File: src/rtl/fp_norm_round_seq_pkg.sv
// Shared definitions for the fp_norm_round_seq normalise/round stage:
// FP field widths, significand bit positions, FSM state encoding and
// the round-to-nearest-even decision helper.
package fp_norm_round_seq_pkg;

    localparam int MANT_W = 23;
    localparam int EXP_W  = 8;
    localparam int SIG_W  = MANT_W + 5;

    localparam logic [EXP_W-1:0] EXP_MAX = {EXP_W{1'b1}};

    // Significand layout: {OVF, HID, fraction[MANT_W-1:0], G, R, S}
    localparam int OVF_IDX  = SIG_W - 1;
    localparam int HID_IDX  = SIG_W - 2;
    localparam int FRAC_LSB = 3;
    localparam int G_IDX    = 2;
    localparam int R_IDX    = 1;
    localparam int S_IDX    = 0;

    typedef enum logic [1:0] {
        ST_IDLE  = 2'd0,
        ST_NORM  = 2'd1,
        ST_ROUND = 2'd2,
        ST_DONE  = 2'd3
    } state_e;

    // Round-to-nearest-even: increment when above half, or exactly half with odd LSB
    function automatic logic round_up(input logic g, input logic r,
                                      input logic s, input logic lsb);
        return g & (r | s | lsb);
    endfunction

endpackage

File: src/rtl/fp_norm_round_seq_add1.sv
// add1: ripple incrementer. oRes = iY + iCarry over nBit+1 bits,
// oCarry is the carry out of the most significant bit.
module add1 #(
    parameter int nBit = 22
) (
    input  logic [nBit:0] iY,
    input  logic          iCarry,
    output logic [nBit:0] oRes,
    output logic          oCarry
);

    // Ripple the increment carry from the LSB upward
    always_comb begin
        logic c_v;
        c_v  = iCarry;
        oRes = {(nBit+1){1'b0}};
        for (int i = 0; i <= nBit; i++) begin
            oRes[i] = iY[i] ^ c_v;
            c_v     = iY[i] & c_v;
        end
        oCarry = c_v;
    end

endmodule

File: src/rtl/fp_norm_round_seq.sv
// fp_norm_round_seq: sequential normalise-and-round stage for
// single-precision results. Normalises one shift per cycle, rounds to
// nearest even through the add1 incrementer, and hands the packed result
// downstream with a valid/ready handshake.
// Optional status flags (oInexact/oOverflow/oUnderflow) are built when
// the macro FPN_FLAGS_EN is defined.
module fp_norm_round_seq
    import fp_norm_round_seq_pkg::*;
#(
    parameter int MANT_W = fp_norm_round_seq_pkg::MANT_W,
    parameter int EXP_W  = fp_norm_round_seq_pkg::EXP_W
) (
    input  logic              iClk,
    input  logic              iRst,
    input  logic              iValid,
    output logic              oReady,
    input  logic              iSign,
    input  logic [EXP_W-1:0]  iExp,
    input  logic [MANT_W+4:0] iMant,
    output logic              oValid,
    input  logic              iReady,
    output logic              oSign,
    output logic [EXP_W-1:0]  oExp,
    output logic [MANT_W-1:0] oMant
`ifdef FPN_FLAGS_EN
    ,
    output logic              oInexact,
    output logic              oOverflow,
    output logic              oUnderflow
`endif
);

    localparam int SIG_WL = MANT_W + 5;
    localparam int OVF_B  = SIG_WL - 1;
    localparam int HID_B  = SIG_WL - 2;

    localparam logic [EXP_W-1:0]  EXP_ZERO = {EXP_W{1'b0}};
    localparam logic [EXP_W-1:0]  EXP_ONE  = {{(EXP_W-1){1'b0}}, 1'b1};
    localparam logic [EXP_W-1:0]  EXP_ALL1 = {EXP_W{1'b1}};
    localparam logic [SIG_WL-1:0] SIG_ZERO = {SIG_WL{1'b0}};
    localparam logic [MANT_W-1:0] MAN_ZERO = {MANT_W{1'b0}};

    state_e              state_q, state_d;
    logic                sign_q, sign_d;
    logic [EXP_W-1:0]    exp_q, exp_d;
    logic [SIG_WL-1:0]   sig_q, sig_d;

    logic                valid_q;
    logic                ready_q;
    logic                osign_q;
    logic [EXP_W-1:0]    oexp_q;
    logic [MANT_W-1:0]   omant_q;

`ifdef FPN_FLAGS_EN
    logic                inexact_q, inexact_d;
    logic                oinexact_q, ooverflow_q, ounderflow_q;
`endif

    logic [MANT_W-1:0]   frac_s;
    logic                rnd_carry_s;
    logic [MANT_W-1:0]   rnd_res_s;
    logic                rnd_cout_s;
    logic                exp_gt1_s;
    logic [EXP_W-1:0]    exp_inc_s;

    assign frac_s      = sig_q[FRAC_LSB +: MANT_W];
    assign rnd_carry_s = round_up(sig_q[G_IDX], sig_q[R_IDX], sig_q[S_IDX], sig_q[FRAC_LSB]);
    assign exp_gt1_s   = (exp_q > EXP_ONE);
    // Increment never wraps past all-ones; all-ones already means infinity
    assign exp_inc_s   = (exp_q == EXP_ALL1) ? EXP_ALL1 : (exp_q + EXP_ONE);

    add1 #(
        .nBit (MANT_W - 1)
    ) u_add1 (
        .iY     (frac_s),
        .iCarry (rnd_carry_s),
        .oRes   (rnd_res_s),
        .oCarry (rnd_cout_s)
    );

    // State register
    always_ff @(posedge iClk) begin
        if (iRst) begin
            state_q <= ST_IDLE;
        end else begin
            state_q <= state_d;
        end
    end

    // Next-state decision
    always_comb begin
        state_d = state_q;
        case (state_q)
            ST_IDLE: begin
                if (iValid) begin
                    state_d = ST_NORM;
                end else begin
                    state_d = ST_IDLE;
                end
            end
            ST_NORM: begin
                if (sig_q[OVF_B]) begin
                    state_d = ST_NORM;
                end else if (sig_q == SIG_ZERO) begin
                    state_d = ST_DONE;
                end else if (!sig_q[HID_B] && exp_gt1_s) begin
                    state_d = ST_NORM;
                end else begin
                    state_d = ST_ROUND;
                end
            end
            ST_ROUND: begin
                state_d = ST_DONE;
            end
            ST_DONE: begin
                if (valid_q && iReady) begin
                    state_d = ST_IDLE;
                end else begin
                    state_d = ST_DONE;
                end
            end
            default: begin
                state_d = ST_IDLE;
            end
        endcase
    end

    // Working operand update: capture, normalise shift, round
    always_comb begin
        sign_d = sign_q;
        exp_d  = exp_q;
        sig_d  = sig_q;
`ifdef FPN_FLAGS_EN
        inexact_d = inexact_q;
`endif
        case (state_q)
            ST_IDLE: begin
                if (iValid) begin
                    sign_d = iSign;
                    exp_d  = iExp;
                    sig_d  = iMant;
`ifdef FPN_FLAGS_EN
                    inexact_d = 1'b0;
`endif
                end else begin
                    sig_d = sig_q;
                end
            end
            ST_NORM: begin
                if (sig_q[OVF_B]) begin
                    // Right shift; the bit falling off stays sticky in S
                    sig_d = {1'b0, sig_q[SIG_WL-1:2], sig_q[1] | sig_q[0]};
                    exp_d = exp_inc_s;
                end else if (sig_q == SIG_ZERO) begin
                    exp_d = EXP_ZERO;
                end else if (!sig_q[HID_B] && exp_gt1_s) begin
                    sig_d = {sig_q[SIG_WL-2:0], 1'b0};
                    exp_d = exp_q - EXP_ONE;
                end else if (!sig_q[HID_B]) begin
                    // Cannot shift further: result is denormal
                    exp_d = EXP_ZERO;
                end else begin
                    exp_d = exp_q;
                end
            end
            ST_ROUND: begin
                sig_d[FRAC_LSB +: MANT_W] = rnd_res_s;
                // Carry out of the fraction bumps the exponent; a denormal
                // going 0 -> 1 is the same increment
                if (rnd_cout_s) begin
                    exp_d = exp_inc_s;
                end else begin
                    exp_d = exp_q;
                end
`ifdef FPN_FLAGS_EN
                inexact_d = sig_q[G_IDX] | sig_q[R_IDX] | sig_q[S_IDX];
`endif
            end
            ST_DONE: begin
                sig_d = sig_q;
            end
            default: begin
                sig_d = sig_q;
            end
        endcase
    end

    // Working operand registers
    always_ff @(posedge iClk) begin
        if (iRst) begin
            sign_q <= 1'b0;
            exp_q  <= EXP_ZERO;
            sig_q  <= SIG_ZERO;
`ifdef FPN_FLAGS_EN
            inexact_q <= 1'b0;
`endif
        end else begin
            sign_q <= sign_d;
            exp_q  <= exp_d;
            sig_q  <= sig_d;
`ifdef FPN_FLAGS_EN
            inexact_q <= inexact_d;
`endif
        end
    end

    // Registered handshake and result outputs; result frozen while valid
    always_ff @(posedge iClk) begin
        if (iRst) begin
            valid_q <= 1'b0;
            ready_q <= 1'b1;
            osign_q <= 1'b0;
            oexp_q  <= EXP_ZERO;
            omant_q <= MAN_ZERO;
`ifdef FPN_FLAGS_EN
            oinexact_q   <= 1'b0;
            ooverflow_q  <= 1'b0;
            ounderflow_q <= 1'b0;
`endif
        end else begin
            ready_q <= (state_d == ST_IDLE);
            if ((state_q == ST_DONE) && !valid_q) begin
                valid_q <= 1'b1;
                osign_q <= sign_q;
                oexp_q  <= exp_q;
                omant_q <= (exp_q == EXP_ALL1) ? MAN_ZERO : frac_s;
`ifdef FPN_FLAGS_EN
                oinexact_q   <= inexact_q;
                ooverflow_q  <= (exp_q == EXP_ALL1);
                ounderflow_q <= (exp_q == EXP_ZERO) && inexact_q;
`endif
            end else if (valid_q && iReady) begin
                valid_q <= 1'b0;
            end else begin
                valid_q <= valid_q;
            end
        end
    end

    assign oReady = ready_q;
    assign oValid = valid_q;
    assign oSign  = osign_q;
    assign oExp   = oexp_q;
    assign oMant  = omant_q;
`ifdef FPN_FLAGS_EN
    assign oInexact   = oinexact_q;
    assign oOverflow  = ooverflow_q;
    assign oUnderflow = ounderflow_q;
`endif

endmodule

File: config.mk
export PLATFORM = sky130hd
export DESIGN_NAME = fp_norm_round_seq
export DESIGN_NICKNAME = d
export VERILOG_FILES = /design/src/rtl/fp_norm_round_seq_pkg.sv /design/src/rtl/fp_norm_round_seq_add1.sv /design/src/rtl/fp_norm_round_seq.sv
export SDC_FILE = /design/constraint.sdc
export NUM_CORES = 1
export LEC_CHECK = 0
export CORE_MARGIN = 2
export CORE_UTILIZATION = 54
export CTS_CLUSTER_DIAMETER = 50
export DETAILED_ROUTE_END_ITERATION = 7
export MAX_ROUTING_LAYER = met4
export PLACE_DENSITY = 0.88
export SLEW_MARGIN = 20
export SYNTH_ARGS = -nofsm -noshare
export SYNTH_HDL_FRONTEND = slang
export SYNTH_SLANG_ARGS = --single-unit
File: constraint.sdc
create_clock -name iClk -period 6.33 [get_ports iClk]
set_clock_uncertainty 0.05 [all_clocks]
set_input_delay 1.5825 -clock iClk [delete_from_list [all_inputs] [get_ports iClk]]
set_output_delay 1.5825 -clock iClk [all_outputs]
set_load 0.01 [all_outputs]
==> impl_metrics.json, run 1 <==
{
  "final_cell_mix": "nand2_1, clkdlybuf4s50_1, dfxtp_1",
  "drc": 0,
  "rsz0062_at_grt": "no",
  "cellPowerDensity_nw_per_um2": 247.1,
  "synth.net_count": 658,
  "slew_violations": 0,
  "cts_tree": "yes",
  "synth_edf_count": 0,
  "setup_viol": 0,
  "cp_max_fo": 11,
  "layout.nets": 695,
  "core-area_um2": 8593,
  "clk_latency_ns": 0.36,
  "io_buffers": 74,
  "layout-drive-gt1-share_pct": 8.903,
  "hold_class": "register to register",
  "place.gp.congestion": 0.9185,
  "synth-simple-area-share_pct": 24.06,
  "die_x_um": 97.30,
  "synth_top_area_share_pct": 31.09,
  "cp_data_required_time_ns": 6.58,
  "drt-pass1-iter-count": 5,
  "grt_pass1_vias": 4544,
  "hold_violations": 0,
  "tns_ns": 0,
  "fmax_mhz": 170.1,
  "slew_headroom_pct": 30.65,
  "cp.arrival_ns": 6.13,
  "cp_slowest_cell": "nand4_1",
  "routed_via_density": 6.460,
  "synth_xor_area_share_pct": 0.5590,
  "htreeDepth": 3,
  "avgSynthCellArea_um2": 8.008,
  "start_kind": "register",
  "ys.flop_type": "dfxtp_1",
  "numCtsBuffers": 9,
  "grt-ovfl-total": 0,
  "min_period_over_period_pct": 92.85,
  "grt_max_degree": 70,
  "yosys.area.top_type": "dfxtp_1",
  "synth.area.mux_share_pct": 5.137,
  "ctsResizeCount": 0,
  "synth_compound_area_share_pct": 24.67,
  "timing.critical_path.mode_cell": "ha_1",
  "die_y_um": 97.30,
  "synthArstFlopShare_pct": 0,
  "max_stage_delay_ns": 0.41,
  "synth_area_um2": 4701,
  "yosys_warnings": 0,
  "die-area_um2": 9467,
  "dp_hpwl_mm": 8.727,
  "yosys-top-cells-area": "dfxtp_1, ha_1, nand2_1, mux2i_1, a21oi_1",
  "ir_drop_mv": 0.1289,
  "vias": 4761,
  "cellLeakagePower_nw": 2.022,
  "drv_cap": 0,
  "synthAdderAreaFrac_pct": 7.985,
  "root_buffer": "clkbuf_8",
  "ios": 75,
  "drt_iter0_markers": 321,
  "ys_seq_area_share_pct": 31.09,
  "grt_pass1_wl_mm": 22.17,
  "critical_path_class": "register to register",
  "synth_cell_types": 59,
  "clk_path_buf_depth": 2,
  "cts_num_sinks": 73,
  "area_delta_synth_final_pct": 18.58,
  "wirelength_mm": 13.36,
  "ant_nets": 0,
  "hold_buffers": 0,
  "totalPowerFinal_mw": 1.377,
  "synth_top_family_by_area": "compound AO/OA/AOI/OAI gates",
  "fin_crit_ns": 5.877,
  "grt_usage_pct": 28.77,
  "fp-row-count": 34,
  "netlist_instances": 587,
  "antennaDiodeCount": 0,
  "start_util_pct": 54.70,
  "final_util_pct": 64.87,
  "cts_setup_buffers": 0,
  "routedWlPerCell_um": 18.13,
  "synth_seq_cells": 73,
  "clk_pin_slew_worst_paths_ns": 0.08,
  "final_common_cell": "nand2_1",
  "status": "finished clean",
  "hold_slack_ns": 0.4038,
  "tightest_slew_ns": 1.040,
  "endpoint_kind": "register",
  "antenna_found_initial": 0
}
==> per-layer routing <==
layer | vias to the layer above | global-route usage, % | part of all wire [%]
met5 | - | - | 0
met4 | 0 | 11.86 | 3.0
met3 | 35 | 3.885 | 5.8
met2 | 197 | 47.81 | 51
met1 | 2267 | 35.44 | 40
li1 | 2262 | - | -
==> final timing paths <==
check	cells past startpoint	start	endpoint	slack, ns
max	28	sig_q[3]$_SDFFE_PP0P_	exp_q[1]$_SDFFE_PP0P_	0.45
min	2	oMant[18]$_SDFFE_PP0P_	oMant[18]$_SDFFE_PP0P_	0.40
max reg2reg	28	sig_q[3]$_SDFFE_PP0P_	exp_q[1]$_SDFFE_PP0P_	0.45
min reg2reg	2	oMant[18]$_SDFFE_PP0P_	oMant[18]$_SDFFE_PP0P_	0.40
==> layout make-up <==
class	instances	area, µm²
clock inverter	6	42.54
clock buffer	10	127.6
sequential	73	1463
inverter	14	52.55
tap	108	135.1
multi-input combinational	446	2953
timing repair buffer	80	800.8
fill	742	3019
==> report_power, final <==
group          internal, mW  switching (mW)  leakage (nW)
Clock                 0.143           0.194        0.0827
Combinational         0.191           0.251          1.34
Sequential            0.504          0.0956         0.596
Total                 0.838           0.540          2.02
==> synth_stat cells, types with 2 or more instances <==
| cell | instances |
|---|---|
| mux2i_1 | 23 |
| o32ai_1 | 4 |
| buf_2 | 10 |
| o31ai_1 | 4 |
| o21ai_0 | 10 |
| o21a_1 | 2 |
| nand3_1 | 30 |
| nor3_1 | 2 |
| nand2_1 | 99 |
| xnor2_1 | 3 |
| and4_1 | 4 |
| o221ai_1 | 2 |
| nand4b_1 | 3 |
| buf_1 | 7 |
| ha_1 | 30 |
| a221oi_1 | 7 |
| nand4_1 | 27 |
| a211oi_1 | 4 |
| nor2b_1 | 6 |
| nand2b_1 | 4 |
| dfxtp_1 | 73 |
| a311oi_1 | 3 |
| or3_1 | 3 |
| and3_1 | 2 |
| o311a_1 | 2 |
| inv_1 | 14 |
| a21o_1 | 2 |
| a32o_2 | 19 |
| a221o_1 | 2 |
| nor4_1 | 8 |
| buf_4 | 2 |
| a31oi_1 | 27 |
| clkbuf_1 | 31 |
| buf_6 | 4 |
| a32o_1 | 4 |
| o2111ai_1 | 2 |
| and2_1 | 3 |
| nor2_1 | 39 |
| a21oi_1 | 45 |
| nand3b_1 | 2 |
==> per-stage QoR <==
| step | worst slack (ns) | cell area (µm²) | cells |
|---|---|---|---|
| 6_report | 0.4526 | 5574 | 737 |
| 2_1_floorplan | 0.9412 | 4701 | 587 |
| 3_3_place_gp | 0.7271 | 5363 | 720 |
| 5_1_grt | 0.2529 | 5574 | 737 |
| 3_5_place_dp | 0.5000 | 5374 | 720 |
| 4_1_cts | 0.4673 | 5544 | 736 |
==> kinds of logic (layout without fill, tap and decap cells) <==
group,Yosys count,count (layout)
buffers and inverters,68,110
DFF,73,73
AOI/OAI and AO/OA,153,153
muxes,24,24
adders and majority gates,30,30
xor gates and xnor gates,3,3
and+or+nand+nor,236,236
==> state kept, by name (all words and copies together), names as in the netlist <==
name and flops:
exp_q 8, oExp 8, oMant 23, oReady 1, oSign 1, oValid 1
sig_q 28, sign_q 1, state_q 2
==> worst max-delay path: cells and delay by family, from the launching register on <==
family                     cells  cell delay, ns
adders and majority gates     22            4.07
DFF                            1            0.39
and+or+nand+nor                4            0.90
AOI/OAI and AO/OA              2            0.44
(Power assumes the default switching activity.)
==> run 2: changes to the inputs <==
--- a/config.mk
+++ b/config.mk
@@ -6,11 +6,11 @@
 export NUM_CORES = 1
 export LEC_CHECK = 0
 export CORE_MARGIN = 2
-export CORE_UTILIZATION = 54
+export CORE_UTILIZATION = 59
 export CTS_CLUSTER_DIAMETER = 50
 export DETAILED_ROUTE_END_ITERATION = 7
 export MAX_ROUTING_LAYER = met4
-export PLACE_DENSITY = 0.88
+export PLACE_DENSITY = 0.95
 export SLEW_MARGIN = 20
 export SYNTH_ARGS = -nofsm -noshare
 export SYNTH_HDL_FRONTEND = slang
==> constraint.sdc (replaced) <==
create_clock -name iClk -period 7.55 [get_ports iClk]
set_clock_uncertainty 0.05 [all_clocks]
set_input_delay 1.8875 -clock iClk [delete_from_list [all_inputs] [get_ports iClk]]
set_output_delay 1.8875 -clock iClk [all_outputs]
set_load 0.01 [all_outputs]
==> run 2 against run 1 <==
Cell count down 0.95%. Largest power group unchanged. Sequential power decreased by 16%. Worst setup slack better by 1.3 ns. Largest cell class unchanged. Critical endpoint is now exp_q[6]$_SDFFE_PP0P_. Register-to-register slack gained 1.3 ns. Final area is 0.13% lower. Clock power is 6.8% lower. Non-clock buffer count shrank 1. Sequential cell count stayed put.
==> impl_metrics.json, run 2 (same netlist as run 1, synthesis figures left out) <==
{
  "p_switching_mw": 0.4574,
  "area_delta_synth_final_pct": 18.42,
  "tightest_slew_ns": 1.060,
  "core-area_um2": 7727,
  "setup_viol": 0,
  "grt_pass1_vias": 4696,
  "place.gp.congestion": 0.9429,
  "fmax_mhz": 173.5,
  "wl_met1_mm": 5.332,
  "cts_num_sinks": 73,
  "switching_share_pct": 38.38,
  "fin_ws_ns": 1.786,
  "ant_nets": 0,
  "top_layer": "met4",
  "grt_usage_pct": 32.32,
  "die_x_um": 93.26,
  "final_common_cell": "nand2_1",
  "nFillCells": 605,
  "min_path_cells": 2,
  "totalPowerFinal_mw": 1.192,
  "drv_cap": 0,
  "layout-drive-gt1-share_pct": 8.758,
  "reg2reg_slack_ns": 1.79,
  "ir_drop_mv": 0.1283,
  "clk_latency_ns": 0.37,
  "routedWlPerCell_um": 18.35,
  "cts_setup_buffers": 0,
  "dr_wl_met3_mm": 1.040,
  "grt_pass1_wl_mm": 22.23,
  "cellPowerDensity_nw_per_um2": 214.1,
  "wirelength_mm": 13.40,
  "clk_path_buf_depth": 2,
  "start_kind": "register",
  "fin_cells": 730,
  "hold_buffers": 0,
  "critical_path_class": "register to register",
  "die_y_um": 93.26,
  "slew_headroom_pct": 29.35,
  "slew_violations": 0,
  "die-area_um2": 8697,
  "grt-ovfl-total": 0,
  "root_buffer": "clkbuf_8",
  "ff2ff_path_depth": 27,
  "max_stage_delay_ns": 0.39,
  "internal_power_mw": 0.7343,
  "routed-wl-met2_mm": 6.600,
  "cp_max_fo": 8,
  "dp_hpwl_mm": 8.631,
  "min_to": "oMant[20]$_SDFFE_PP0P_",
  "routed_via_density": 6.727,
  "min_period_over_period_pct": 76.34,
  "cts_tree": "yes",
  "hold_class": "register to register",
  "ios": 75,
  "dp_cells": 714,
  "drc": 0,
  "post-place-ws_ns": 1.843,
  "r2r-end": "exp_q[6]$_SDFFE_PP0P_",
  "pwr-share-seq_pct": 42.5,
  "clk_pin_slew_worst_paths_ns": 0.08,
  "endpoint_kind": "register",
  "p_comb_share_pct": 31.2,
  "layout.nets": 694,
  "final_cell_mix": "nand2_1, clkdlybuf4s50_1, dfxtp_1",
  "final-seq-area_um2": 1463,
  "timing.critical_path.mode_cell": "ha_1",
  "reg2reg_from": "sig_q[3]$_SDFFE_PP0P_",
  "min_from": "oMant[20]$_SDFFE_PP0P_",
  "cp.arrival_ns": 5.98,
  "start_util_pct": 60.83,
  "status": "finished clean",
  "numCtsBuffers": 9,
  "drt_iter0_markers": 469,
  "antenna_found_initial": 0,
  "ctsResizeCount": 0,
  "rsz0062_at_grt": "no",
  "grt_max_degree": 83,
  "fp-row-count": 32,
  "htreeDepth": 3,
  "antennaDiodeCount": 0,
  "io_buffers": 74,
  "largest_register_ffs": 28,
  "fin_crit_ns": 5.764,
  "drt-pass1-iter-count": 5,
  "tns_ns": 0,
  "cp_data_required_time_ns": 7.77,
  "vias": 4911,
  "multi_input_comb_area_um2": 2953,
  "cellLeakagePower_nw": 2.020,
  "cp_slowest_cell": "dfxtp_1",
  "largest-register": "sig_q",
  "hold_violations": 0,
  "clkPwrFrac_pct": 26.3
}
==> run 2: area by class of cell <==
cell class,instances,share of cell area (%)
multi-input cells,446,53.05
flip-flops and latches,73,26.28
repair buffers,79,13.94
clock buffers,10,2.293
well taps,102,2.293
clock inverters,6,1.214
inverters,14,0.9440
==> run 2: routing by layer <==
metal / global-route usage (%) / vias to the layer above
li1: - / 2254
met1: 39.28 / 2322
met2: 52.94 / 290
met3: 4.754 / 45
met4: 15.20 / 0
met5: - / -
==> run 2: worst max-delay path by stage <==
| stage | startpoint | end | slack (ns) |
|---|---|---|---|
| finish | sig_q[3]$_SDFFE_PP0P_ | exp_q[6]$_SDFFE_PP0P_ | 1.79 |
| CTS | sig_q[3]$_SDFFE_PP0P_ | exp_q[5]$_SDFFE_PP0P_ | 1.77 |
| global route | sig_q[3]$_SDFFE_PP0P_ | exp_q[6]$_SDFFE_PP0P_ | 1.49 |
| floorplan | sig_q[3]$_SDFFE_PP0P_ | exp_q[6]$_SDFFE_PP0P_ | 2.16 |
| global placement | sig_q[3]$_SDFFE_PP0P_ | exp_q[6]$_SDFFE_PP0P_ | 1.95 |
| detailed placement | sig_q[3]$_SDFFE_PP0P_ | exp_q[6]$_SDFFE_PP0P_ | 1.84 |
==> run 2: power by group through the flow <==
stage                     registers (mW)  clock network (mW)  logic, mW
after global placement             0.506                   0      0.339
after CTS                          0.501               0.315      0.359
after global routing               0.511               0.332      0.403
after detailed placement           0.509                   0      0.356
after floorplan                    0.474                   0      0.301
final                              0.506               0.314      0.372
==> run 2: through the flow <==
stage | hold slack [ns] | util [%] | instance area (µm²)
floorplan | 0.3821 | - | 4701
global placement | 0.3911 | 69.30 | 5355
detailed placement | 0.3973 | 69.33 | 5358
CTS | 0.4088 | 71.86 | 5553
global route | 0.4279 | 72.04 | 5567
finish | 0.4029 | 72.04 | 5567
==> run 2: worst max-delay path, delay by kind of cell, from the launching register on <==
kind	cells	cell delay [ns]
AO/OA/AOI/OAI	2	0.56
flip-flops	1	0.39
AND/OR/NAND/NOR	3	0.71
adder cells (fa/ha/maj)	22	3.98
==> run 3: changes to the inputs <==
--- a/config.mk
+++ b/config.mk
@@ -6,11 +6,11 @@
 export NUM_CORES = 1
 export LEC_CHECK = 0
 export CORE_MARGIN = 2
-export CORE_UTILIZATION = 59
+export CORE_UTILIZATION = 49
 export CTS_CLUSTER_DIAMETER = 50
 export DETAILED_ROUTE_END_ITERATION = 7
 export MAX_ROUTING_LAYER = met4
-export PLACE_DENSITY = 0.95
+export PLACE_DENSITY = 0.85
 export SLEW_MARGIN = 20
 export SYNTH_ARGS = -nofsm -noshare
 export SYNTH_HDL_FRONTEND = slang
==> constraint.sdc (replaced) <==
create_clock -name iClk -period 4.9 [get_ports iClk]
set_clock_uncertainty 0.05 [all_clocks]
set_input_delay 1.225 -clock iClk [delete_from_list [all_inputs] [get_ports iClk]]
set_output_delay 1.225 -clock iClk [all_outputs]
set_load 0.01 [all_outputs]
==> run 3 against run 2 <==
Cell count rose by 5.5%. First-iteration DRC count fell by 35%. Worst hold slack improved by 0.0028 ns. Critical path type unchanged. Clock-buffer cell count did not move. Combinational power rose by 66%. Worst setup slack got worse by 1.7 ns. Largest cell class unchanged.
==> impl_metrics.json, run 3 (same netlist as run 1, synthesis figures left out) <==
{
  "status": "finished clean",
  "core-area_um2": 9284,
  "cp_max_fo": 4,
  "critPathTopFamily": "adder cells",
  "grt_max_degree": 59,
  "timing.critical_path.mode_cell": "ha_4",
  "grt_pass1_vias": 4744,
  "tightest_slew_ns": 1.057,
  "drt_iter0_markers": 305,
  "slew_headroom_pct": 29.51,
  "wirelength_mm": 13.84,
  "final_cell_mix": "nand2_1, clkdlybuf4s50_1, dfxtp_1",
  "cp_data_required_time_ns": 5.12,
  "cts_tree": "yes",
  "drt-pass1-iter-count": 8,
  "grt-ovfl-total": 0,
  "ant_nets": 0,
  "final_common_cell": "nand2_1",
  "start_util_pct": 50.63,
  "ff2ff_path_depth": 27,
  "antenna_found_initial": 0,
  "cp.arrival_ns": 5.03,
  "path_buf_inv": 0,
  "dp_cells": 751,
  "ios": 75,
  "hold_violations": 0,
  "fp-row-count": 35,
  "post-place-ws_ns": 0.0009228,
  "cts_num_sinks": 73,
  "largest_register_ffs": 28,
  "drv_cap": 0,
  "dpl_cell_area_um2": 5699,
  "fin_crit_ns": 4.815,
  "cellLeakagePower_nw": 2.062,
  "numCtsBuffers": 9,
  "start_kind": "register",
  "final_util_pct": 64.95,
  "cp.depth": 27,
  "multi_input_comb_area_um2": 3244,
  "hold_class": "register to register",
  "endpoint_kind": "register",
  "r2r-end": "exp_q[6]$_SDFFE_PP0P_",
  "totalPowerFinal_mw": 1.966,
  "nFillCells": 789,
  "place.gp.congestion": 0.9088,
  "clk_latency_ns": 0.36,
  "min_period_over_period_pct": 98.26,
  "reg2reg_from": "sig_q[3]$_SDFFE_PP0P_",
  "clk_pin_slew_worst_paths_ns": 0.09,
  "fin_cells": 770,
  "hold_slack_ns": 0.4058,
  "antennaDiodeCount": 0,
  "final-seq-area_um2": 1465,
  "largest-register": "sig_q",
  "routedWlPerCell_um": 17.98,
  "area_delta_synth_final_pct": 28.27,
  "die_y_um": 101.9,
  "reg2reg_slack_ns": 0.09,
  "min_path_cells": 2,
  "grt_pass1_wl_mm": 22.05,
  "min_from": "oMant[2]$_SDFFE_PP0P_",
  "tns_ns": 0,
  "layout.nets": 707,
  "drc": 0,
  "cp_slowest_cell": "dfxtp_2",
  "htreeDepth": 3,
  "clk_path_buf_depth": 2,
  "setup_viol": 0,
  "min_to": "oMant[2]$_SDFFE_PP0P_",
  "dp_hpwl_mm": 9.167,
  "critical_path_class": "register to register",
  "routed_via_density": 6.303,
  "fin_ws_ns": 0.08516,
  "die_x_um": 101.9,
  "slew_violations": 0,
  "die-area_um2": 10390,
  "io_buffers": 74,
  "ir_drop_mv": 0.1999,
  "post-route-cell-area_um2": 6030,
  "grt_usage_pct": 27.18,
  "vias": 4853,
  "rsz0062_at_grt": "yes",
  "layout-drive-gt1-share_pct": 14.98,
  "max_stage_delay_ns": 0.33,
  "fmax_mhz": 207.7,
  "cellPowerDensity_nw_per_um2": 326.0,
  "hold_buffers": 0,
  "root_buffer": "clkbuf_8"
}
==> run 3: cell types whose count changed in the layout (fill, tap and decap cells not counted), sizes merged <==
cell / delta
clkinvlp: -2
inv: +2
clkinv: -1
buf: +13
bufinv: +1
==> run 3: metal layers <==
layer	GRT usage, %	wire length (µm)	share of wire, %	vias up
met5	-	0	0	-
met4	12.00	399	2.9	0
met3	4.925	818	5.9	36
met2	47.17	7014	51	239
met1	30.47	5610	41	2290
li1	-	-	-	2288
==> run 3: how the worst max path moves through the flow <==
| stage | from | endpoint | slack [ns] |
|---|---|---|---|
| finish | sig_q[3]$_SDFFE_PP0P_ | exp_q[6]$_SDFFE_PP0P_ | 0.09 |
| global route | sig_q[3]$_SDFFE_PP0P_ | exp_q[5]$_SDFFE_PP0P_ | -0.02 |
| detailed placement | sig_q[2]$_SDFFE_PP0P_ | exp_q[6]$_SDFFE_PP0P_ | 0.0009 |
| CTS | sig_q[2]$_SDFFE_PP0P_ | exp_q[6]$_SDFFE_PP0P_ | 0.02 |
| global placement | sig_q[2]$_SDFFE_PP0P_ | exp_q[6]$_SDFFE_PP0P_ | 0.06 |
| floorplan | sig_q[2]$_SDFFE_PP0P_ | exp_q[6]$_SDFFE_PP0P_ | 0.003 |
==> run 3: final cells by class <==
type | instances | share of cell area [%]
inverters | 14 | 0.8716
clock inverters | 6 | 1.577
flip-flops and latches | 73 | 24.30
clock buffers | 10 | 2.283
multi-input cells | 446 | 53.81
well taps | 129 | 2.677
repair buffers | 92 | 14.48
==> run 3: where the power goes <==
part           switching [mW]  internal, mW
combinational           0.341         0.277
clock                   0.251         0.307
sequential              0.139         0.651
total                   0.731          1.24
==> run 3: worst min-delay path, cell delays in order (launching register included) <==
cell     delay, ns
dfxtp_1       0.31
nand2_1       0.05
a21oi_1       0.05
==> run 3: what timing repair did <==
item                       in CTS  in global routing
setup buffers                   0                  3
setup endpoints to repair       1                  6
resized for setup               2                  8
gates cloned                    0                  0
pin swaps                       0                  4
